--- config.mk ---
export PLATFORM = sky130hd
export DESIGN_NAME = fir_mult_sequencer
export DESIGN_NICKNAME = d
export VERILOG_FILES = /design/src/rtl/flpt10_pkg.sv /design/src/rtl/fir_delay_line.sv /design/src/rtl/fir_mult_sequencer.sv
export SDC_FILE = /design/constraint.sdc
export NUM_CORES = 1
export LEC_CHECK = 0
export CORE_MARGIN = 2
export CORE_UTILIZATION = 29
export DETAILED_ROUTE_END_ITERATION = 6
export PLACE_DENSITY = 0.48
export SLEW_MARGIN = 40
export SYNTH_ARGS = -nofsm -noshare
export SYNTH_HDL_FRONTEND = slang
export SYNTH_SLANG_ARGS = --single-unit
--- constraint.sdc ---
create_clock -name clk -period 4.71 [get_ports clk]
set_input_delay 0.942 -clock clk [delete_from_list [all_inputs] [get_ports clk]]
set_output_delay 0.942 -clock clk [all_outputs]
set_load 0.01 [all_outputs]
--- src/rtl/flpt10_pkg.sv ---
// Shared definitions for the 10-bit float datapath (1 sign, 5 exp, 4 mantissa, bias 15)
// and the multiplier sequencer state encodings.
package flpt10_pkg;
  localparam int FLT_W    = 10;
  localparam int EXP_W    = 5;
  localparam int MAN_W    = 4;
  localparam int EXP_BIAS = 15;

  localparam logic [FLT_W-1:0] FLT_ZERO = 10'h000;
  localparam logic [FLT_W-1:0] FLT_QNAN = 10'h3F8;

  localparam logic [3:0] ST_IDLE  = 4'd0;
  localparam logic [3:0] ST_SHIFT = 4'd1;
  localparam logic [3:0] ST_ISSUE = 4'd2;
  localparam logic [3:0] ST_WAIT  = 4'd3;
  localparam logic [3:0] ST_EMIT  = 4'd4;
  localparam logic [3:0] ST_DONE  = 4'd5;

  typedef enum logic [3:0] {
    S_IDLE  = ST_IDLE,
    S_SHIFT = ST_SHIFT,
    S_ISSUE = ST_ISSUE,
    S_WAIT  = ST_WAIT,
    S_EMIT  = ST_EMIT,
    S_DONE  = ST_DONE
  } seq_state_e;
endpackage

--- src/rtl/fir_delay_line.sv ---
// NTAPS-deep sample delay line: one shift per enable, newest at index 0, indexed read.
module fir_delay_line
  import flpt10_pkg::*;
#(
  parameter int NTAPS = 8
) (
  input  logic                     clk,
  input  logic                     rst,
  input  logic                     shift_en,
  input  logic [FLT_W-1:0]         din,
  input  logic [$clog2(NTAPS)-1:0] rd_idx,
  output logic [FLT_W-1:0]         rd_data
);
  logic [FLT_W-1:0] dl_q [NTAPS];
  logic [FLT_W-1:0] dl_d [NTAPS];

  always_comb begin
    dl_d = dl_q;
    if (shift_en) begin
      dl_d[0] = din;
      for (int k = 1; k < NTAPS; k++) dl_d[k] = dl_q[k-1];
    end
  end

  always_ff @(posedge clk) begin
    if (rst) begin
      for (int k = 0; k < NTAPS; k++) dl_q[k] <= FLT_ZERO;
    end else begin
      dl_q <= dl_d;
    end
  end

  assign rd_data = dl_q[rd_idx];
endmodule

--- src/rtl/fir_mult_sequencer.sv ---
// Shifts in one sample per start, then walks all taps through the external float
// multiplier one request at a time, streaming each product with its tap index.
module fir_mult_sequencer
  import flpt10_pkg::*;
#(
  parameter int NTAPS   = 8,
  parameter int TIMEOUT = 63
) (
  input  logic                     clk,
  input  logic                     rst,
  input  logic                     start,
  input  logic [FLT_W-1:0]         sample_in,
  input  logic                     coef_we,
  input  logic [$clog2(NTAPS)-1:0] coef_addr,
  input  logic [FLT_W-1:0]         coef_data,
  output logic                     mult_en,
  output logic [FLT_W-1:0]         mult_a,
  output logic [FLT_W-1:0]         mult_b,
  input  logic [FLT_W-1:0]         mult_z,
  input  logic                     mult_avl,
  output logic                     prod_valid,
  output logic [FLT_W-1:0]         prod_data,
  output logic [$clog2(NTAPS)-1:0] prod_idx,
  output logic                     busy,
  output logic                     done,
  output logic                     timeout_err
);
  localparam int IW = $clog2(NTAPS);

  seq_state_e       state_q, state_d;
  logic [IW-1:0]    idx_q, idx_d;
  logic [7:0]       cnt_q, cnt_d;
  logic             avl_q;
  logic [FLT_W-1:0] sample_q, sample_d;
  logic [FLT_W-1:0] coef_q [NTAPS];
  logic [FLT_W-1:0] coef_d [NTAPS];
  logic             mult_en_q, mult_en_d;
  logic [FLT_W-1:0] mult_a_q, mult_a_d, mult_b_q, mult_b_d;
  logic             prod_valid_q, prod_valid_d;
  logic [FLT_W-1:0] prod_data_q, prod_data_d;
  logic [IW-1:0]    prod_idx_q, prod_idx_d;
  logic             busy_q, busy_d, done_q, done_d, terr_q, terr_d;
  logic             shift_en, avl_rise;
  logic [FLT_W-1:0] dl_rd;

  fir_delay_line #(.NTAPS(NTAPS)) u_dl (
    .clk     (clk),
    .rst     (rst),
    .shift_en(shift_en),
    .din     (sample_q),
    .rd_idx  (idx_q),
    .rd_data (dl_rd)
  );

  // The avl level may linger from a previous product; only a fresh rising edge is a result.
  assign avl_rise = mult_avl & ~avl_q;

  always_comb begin
    state_d      = state_q;
    idx_d        = idx_q;
    cnt_d        = cnt_q;
    sample_d     = sample_q;
    coef_d       = coef_q;
    mult_a_d     = mult_a_q;
    mult_b_d     = mult_b_q;
    prod_data_d  = prod_data_q;
    prod_idx_d   = prod_idx_q;
    prod_valid_d = 1'b0;
    terr_d       = terr_q;
    shift_en     = 1'b0;
    case (state_q)
      S_IDLE: begin
        if (coef_we) coef_d[coef_addr] = coef_data;
        if (start) begin
          sample_d = sample_in;
          terr_d   = 1'b0;
          state_d  = S_SHIFT;
        end
      end
      S_SHIFT: begin
        shift_en = 1'b1;
        idx_d    = '0;
        state_d  = S_ISSUE;
      end
      S_ISSUE: begin
        mult_a_d = dl_rd;
        mult_b_d = coef_q[idx_q];
        cnt_d    = '0;
        state_d  = S_WAIT;
      end
      S_WAIT: begin
        if (avl_rise) begin
          prod_data_d  = mult_z;
          prod_idx_d   = idx_q;
          prod_valid_d = 1'b1;
          state_d      = S_EMIT;
        end else if (cnt_q == 8'(TIMEOUT)) begin
          terr_d  = 1'b1;
          state_d = S_DONE;
        end else begin
          cnt_d = cnt_q + 8'd1;
        end
      end
      S_EMIT: begin
        if (idx_q == IW'(NTAPS - 1)) begin
          state_d = S_DONE;
        end else begin
          idx_d   = idx_q + IW'(1);
          state_d = S_ISSUE;
        end
      end
      S_DONE:  state_d = S_IDLE;
      default: state_d = S_IDLE;
    endcase
    mult_en_d = (state_d == S_WAIT);
    busy_d    = (state_d != S_IDLE);
    done_d    = (state_d == S_DONE);
  end

  always_ff @(posedge clk) begin
    if (rst) begin
      state_q      <= S_IDLE;
      idx_q        <= '0;
      cnt_q        <= '0;
      avl_q        <= 1'b0;
      sample_q     <= FLT_ZERO;
      for (int k = 0; k < NTAPS; k++) coef_q[k] <= FLT_ZERO;
      mult_en_q    <= 1'b0;
      mult_a_q     <= FLT_ZERO;
      mult_b_q     <= FLT_ZERO;
      prod_valid_q <= 1'b0;
      prod_data_q  <= FLT_ZERO;
      prod_idx_q   <= '0;
      busy_q       <= 1'b0;
      done_q       <= 1'b0;
      terr_q       <= 1'b0;
    end else begin
      state_q      <= state_d;
      idx_q        <= idx_d;
      cnt_q        <= cnt_d;
      avl_q        <= mult_avl;
      sample_q     <= sample_d;
      coef_q       <= coef_d;
      mult_en_q    <= mult_en_d;
      mult_a_q     <= mult_a_d;
      mult_b_q     <= mult_b_d;
      prod_valid_q <= prod_valid_d;
      prod_data_q  <= prod_data_d;
      prod_idx_q   <= prod_idx_d;
      busy_q       <= busy_d;
      done_q       <= done_d;
      terr_q       <= terr_d;
    end
  end

  assign mult_en     = mult_en_q;
  assign mult_a      = mult_a_q;
  assign mult_b      = mult_b_q;
  assign prod_valid  = prod_valid_q;
  assign prod_data   = prod_data_q;
  assign prod_idx    = prod_idx_q;
  assign busy        = busy_q;
  assign done        = done_q;
  assign timeout_err = terr_q;
endmodule

Word-level counts from Yosys, hierarchy flattened
Index checks and enable logic that the tools add are counted.
{ "totals": {"out_inout_bits": 38, "regBits": 224} }
{ "classes": {"n_mux": 25, "n_bitwise": 5, "eq_ne": 13, "n_reduce_logical": 13, "n_addsub": 2, "n_lt_le_gt_ge": 3} }
{ "ops": {"columns": ["cell", "count"], "rows": [
  ["$bwmux 80", 1],
  ["$bmux 10 s3", 2],
  ["$mux 10", 5],
  ["$demux 10 s3", 1],
  ["$pmux 4 s5", 1],
  ["$mux 8", 2],
  ["$pmux 8 s2", 1],
  ["$eq 4x2->1 const B", 3],
  ["$mux 4", 3],
  ["$ne 2x2->1 const B", 5],
  ["$add 8x1->8 const B", 1],
  ["$eq 4x3->1 const B", 2],
  ["$eq 8x6->1 const B", 1],
  ["$ge 4x4->1 const B", 2],
  ["$not 3->4", 2],
  ["$reduce_and 2->1", 4],
  ["$mux 3", 2],
  ["$pmux 3 s2", 1],
  ["$reduce_bool 2->1", 3],
  ["$mux 1", 5],
  ["$eq 4x1->1 const B", 1],
  ["$logic_not 4->1", 1],
  ["$lt 4x1->1 const B", 1],
  ["$reduce_and 4->1", 1],
  ["9 further kinds", 10]
]} }

Longest topological paths before layout
{ "logic_depth": {"depth_word": 6, "depth_mapped": 6, "depth_no_buf": 6} }

Cells and area by module
Synthesis repeated with hierarchy kept, for this count alone.
{ "unflattened": {"cells_unflattened": 911, "hier_area_um2": 9449.1} }
{ "modules_own_cells": {"columns": ["mod", "seq_area_each_um2", "area_each_um2", "instances", "cells_per_inst"], "rows": [
  ["fir_mult_sequencer", 2882.8, 6010.8, 1, 618],
  ["fir_delay_line", 1601.5, 3438.3, 1, 293]
]} }

Worst setup path after synthesis
Ideal clock, no wire load.
{ "synth_path": {"path_kind": "input-to-reg", "startpoint": "in coef_addr[2]", "endpoint": "reg coef_q[60] (netlist name)", "setup_slack_ns": 2.602, "cell_stages": 5, "n_path_buf": 2, "t_arrival_ns": 1.980, "setup_time_ns": 0.128, "cell_sequence": "clkbuf_1 or4_1 buf_4 mux2i_1 nor2_1"} }
{ "synth_via": {"elab_chain_cells": 6} }
{ "synth_lines": {"columns": ["item", "line_no", "source"], "rows": [
  ["from (decl)", "fir_mult_sequencer.sv:14", "input logic [$clog2(NTAPS)-1:0] coef_addr,"],
  ["$not 3->4 (implied by the code) *", "fir_mult_sequencer.sv:73", "if (coef_we) coef_d[coef_addr] = coef_data;"],
  ["$ge 4x4->1 (implied by the code) or $lt 4x1->1 (tied branches)", "fir_mult_sequencer.sv:73", null],
  ["$logic_and 1x1->1 (implied by the code)", "fir_mult_sequencer.sv:73", null],
  ["$mux 10 (implied by the code)", "fir_mult_sequencer.sv:73", null],
  ["$demux 10 s3 *", "fir_mult_sequencer.sv:73", null],
  ["$bwmux 80 *", "fir_mult_sequencer.sv:73", null],
  ["to (signal assigned)", "fir_mult_sequencer.sv:143", "coef_q <= coef_d;"],
  ["to (decl)", "fir_mult_sequencer.sv:35", "logic [FLT_W-1:0] coef_q [NTAPS];"]
]} }
Mark *: on every way between the ends. The rest lies on a longest branch, timed or not.
A chain may end at the register's enable or synchronous reset.

Final worst setup path
{ "layout_path": {"startpoint": "reg state_q[3]", "endpoint": "reg coef_q[68] (netlist name)"} }
{ "layout_via": {"elab_chain_cells": 2} }
{ "layout_lines": {"columns": ["item", "line_no", "source"], "rows": [
  ["from (decl)", "fir_mult_sequencer.sv:30", "seq_state_e state_q, state_d;"],
  ["from (signal assigned)", "fir_mult_sequencer.sv:138", "state_q <= state_d;"],
  ["$logic_not 4->1", "fir_mult_sequencer.sv:71", "case (state_q)"],
  ["$reduce_and 2->1 (no source line)", null, null]
]} }
Every way passes these cells.

==> reports/metrics.cfg <==
[status]
status=finished clean

[hold_path]
holdPathStages=2
hp-class=flip-flop to flip-flop

[yosys]
synthArstFlopShare_pct=0
ys_types=46
synth_nets=1055
synth-seq-cells=224
synthFlopType=dfxtp_1
synth_edf_count=0
synth_cells=1014
netlist_area_um2=9055
yosysWarnings=0
avgSynthCellArea_um2=8.930
synth-seq-area-share_pct=49.52

[finish]
drive_gt1_share_pct=10.42
antennaDiodeCount=0
nNetsFinal=1086
syn2layout_area_growth_pct=21.80
fillers=3144

[worst_setup_path]
r2r-end=coef_q[68]
endpoint=coef_q[68]
worstPathArrival_ps=2920
crit_start=state_q[3]
r2r_setup_slack_ps=2200
r2r_cells=4
reg2reg_from=state_q[3]
critPathLaunchType=flip-flop
critPathCaptureType=flip-flop
cp_data_required_time_ps=5110
worst-setup-path-type=flip-flop to flip-flop
path_max_fanout=12

[grt]
grt_remaining_overflow=0
grt_pass1_wl_mm=37.46
grt_start_max_net_pins=111
antenna_found_initial=0
grtUsageTotal_pct=13.85
grt_pass1_vias=6948

[power]
pwr-share-seq_pct=46.2
clkPwrFrac_pct=50.4
peakVddDrop_mv=0.2392
power_w=0.004155
switchingPower_w=0.0008968
leakagePower_nw=3.706
comb_power_share_pct=3.4
p_int_w=0.003258
power_density_nw_per_um2=376.7
p_sw_share_pct=21.58

[sta]
fin_skew_ps=10.32
rsz0062_at_grt=no
setup_violations=0
tightest_slew_ps=776.0
fin_crit_ps=2512
maxSlewViolCount=0
finalSetupTns_ps=0
finalCritPeriodShare_pct=53.33
clock.fmax_mhz=398.1
hold_viol_final=0
slew_headroom_pct=48.26

[clock_tree]
cts_tree=built
hold_buffers=0
post-cts-setup-buffer-count=0
ctsLongestPathBuffers=3
cts_root_buf=clkbuf_16
clk_latency_ps=520
cts_resized=0
cts_sinks=224
path_clk_slew_ps=60
htree_levels=1
cts_buffers=27

[route]
vias=7055
ant_nets=0
drt_iter0_markers=463
wl_per_cell_um=15.62
wirelength_mm=22.83
viasPerCell=4.829
drcViolationCount=0
dr.pass1.iters=6

[floorplan]
die_height_um=180.7
core_area_um2=30670
die_area_um2=32650
row_count=64
die_w_um=180.7
initial_core_util_pct=29.52
io_pins=76

[placed_design]
gp_congestion=0.7185
dp_hpwl_mm=13.96
port_buffers=75

[job]
maxCapViolCount=0

==> metrics by stage <==
step	hold slack [ps]	area (um2)	instances	util (%)	worst slack (ps)
3_3_place_gp	435.2	10100	1411	32.92	1736
3_5_place_dp	446.7	10120	1412	32.98	1749
5_1_grt	470.9	11030	1461	35.96	2088
4_1_cts	453.9	11020	1461	35.93	2195
6_report	451.8	11030	1461	35.96	2198
2_1_floorplan	428.7	9055	1014	-	2602
==> how the worst min path moves through the flow <==
stage | from | to
floorplan | coef_q[39] | coef_q[39]
detailed placement | coef_q[57] | coef_q[57]
finish | sample_q[9] | u_dl.dl_q[79]
global route | coef_q[59] | coef_q[59]
global placement | coef_q[32] | coef_q[32]
CTS | prod_data[4] | prod_data[4]
==> synth_stat cells (2+ instances only) <==
library cell,instances,share of area [%]
a21oi_1,141,7.8
and3_1,3,0.21
buf_1,4,0.17
buf_2,10,0.55
clkbuf_1,70,2.9
dfxtp_1,224,50
ha_1,3,0.41
inv_1,3,0.12
mux2i_1,51,5.6
mux4_2,40,9.9
nand2_1,277,11
nand2b_1,4,0.28
nand3_1,7,0.39
nand4_1,2,0.14
nand4bb_1,2,0.25
nor2_1,82,3.4
nor2b_1,4,0.28
nor3_1,22,1.2
nor4_2,2,0.28
nor4b_1,3,0.29
o2111ai_1,2,0.19
o211ai_1,3,0.25
o21ai_0,4,0.22
o22ai_1,20,1.4
o31ai_1,2,0.17
or2_2,2,0.14
or3_1,3,0.21
or4_1,5,0.41
or4b_2,2,0.22
==> cell usage in the layout, fill, tap and decap left out, types with 5 or more instances in the layout <==
master           instances
clkbuf_1                 6
nand3_1                  7
mux4_2                  40
dfxtp_1                222
buf_4                    9
clkbuf_16               27
a21oi_1                141
or4_1                    5
o22ai_1                 20
clkdlybuf4s50_1         74
nor2_1                  82
clkbuf_8                 6
nand2_1                276
clkinv_2                 6
nor3_1                  21
mux2i_1                 51
==> power groups by stage <==
stage / combinational [W] / sequential [W] / clock [W]
floorplan: 0.0000826 / 0.00196 / 0
global placement: 0.000142 / 0.00196 / 0
detailed placement: 0.000142 / 0.00196 / 0
CTS: 0.000142 / 0.00192 / 0.00216
global route: 0.000154 / 0.00192 / 0.00223
finish: 0.000140 / 0.00192 / 0.00210
==> registers in the layout, summed over array words and instances, names as in the netlist <==
signal	cells
cnt_q	8
prod_data	10
sample_q	10
prod_valid	1
avl_q	1
state_q	4
mult_b	10
u_dl.dl_q	80
done	1
mult_a	10
idx_q	3
coef_q	80
prod_idx	3
mult_en	1
busy	1
timeout_err	1
==> metal layers <==
metal / part of all wire (%) / track usage, % / vias up
met3: 2.8 / 1.955 / 29
met5: 0 / 0 / -
met2: 48 / 23.63 / 92
met1: 47 / 18.56 / 3406
li1: - / - / 3528
met4: 1.7 / 3.129 / 0
==> cells by family after synthesis <==
family                     count (synthesis)  synth area share (%)
AOI/OAI and AO/OA                        179                 10.63
adders and majority gates                  3                0.4146
buffers and inverters                     88                 3.828
DFF                                      224                 49.52
muxes                                     91                 15.59
other                                      1               0.04141
and+or+nand+nor                          428                 19.98
==> worst max-delay path, cell delays in order (launching register included) <==
cell and delay [ps]:
dfxtp_1 450, or4_1 750, or4_1 860, mux2i_1 270, nor2_1 50
==> area by class of cell <==
type	instances	area, um2	share of cell area (%)
Sequential cell	224	4489	40.70
Multi-Input combinational cell	702	4265	38.67
Timing Repair Buffer	87	864.6	7.839
Clock buffer	38	767.0	6.954
Tap cell	396	495.5	4.492
Clock inverter	11	136.4	1.237
Inverter	3	11.26	0.1021
(Power assumes the default switching activity.)
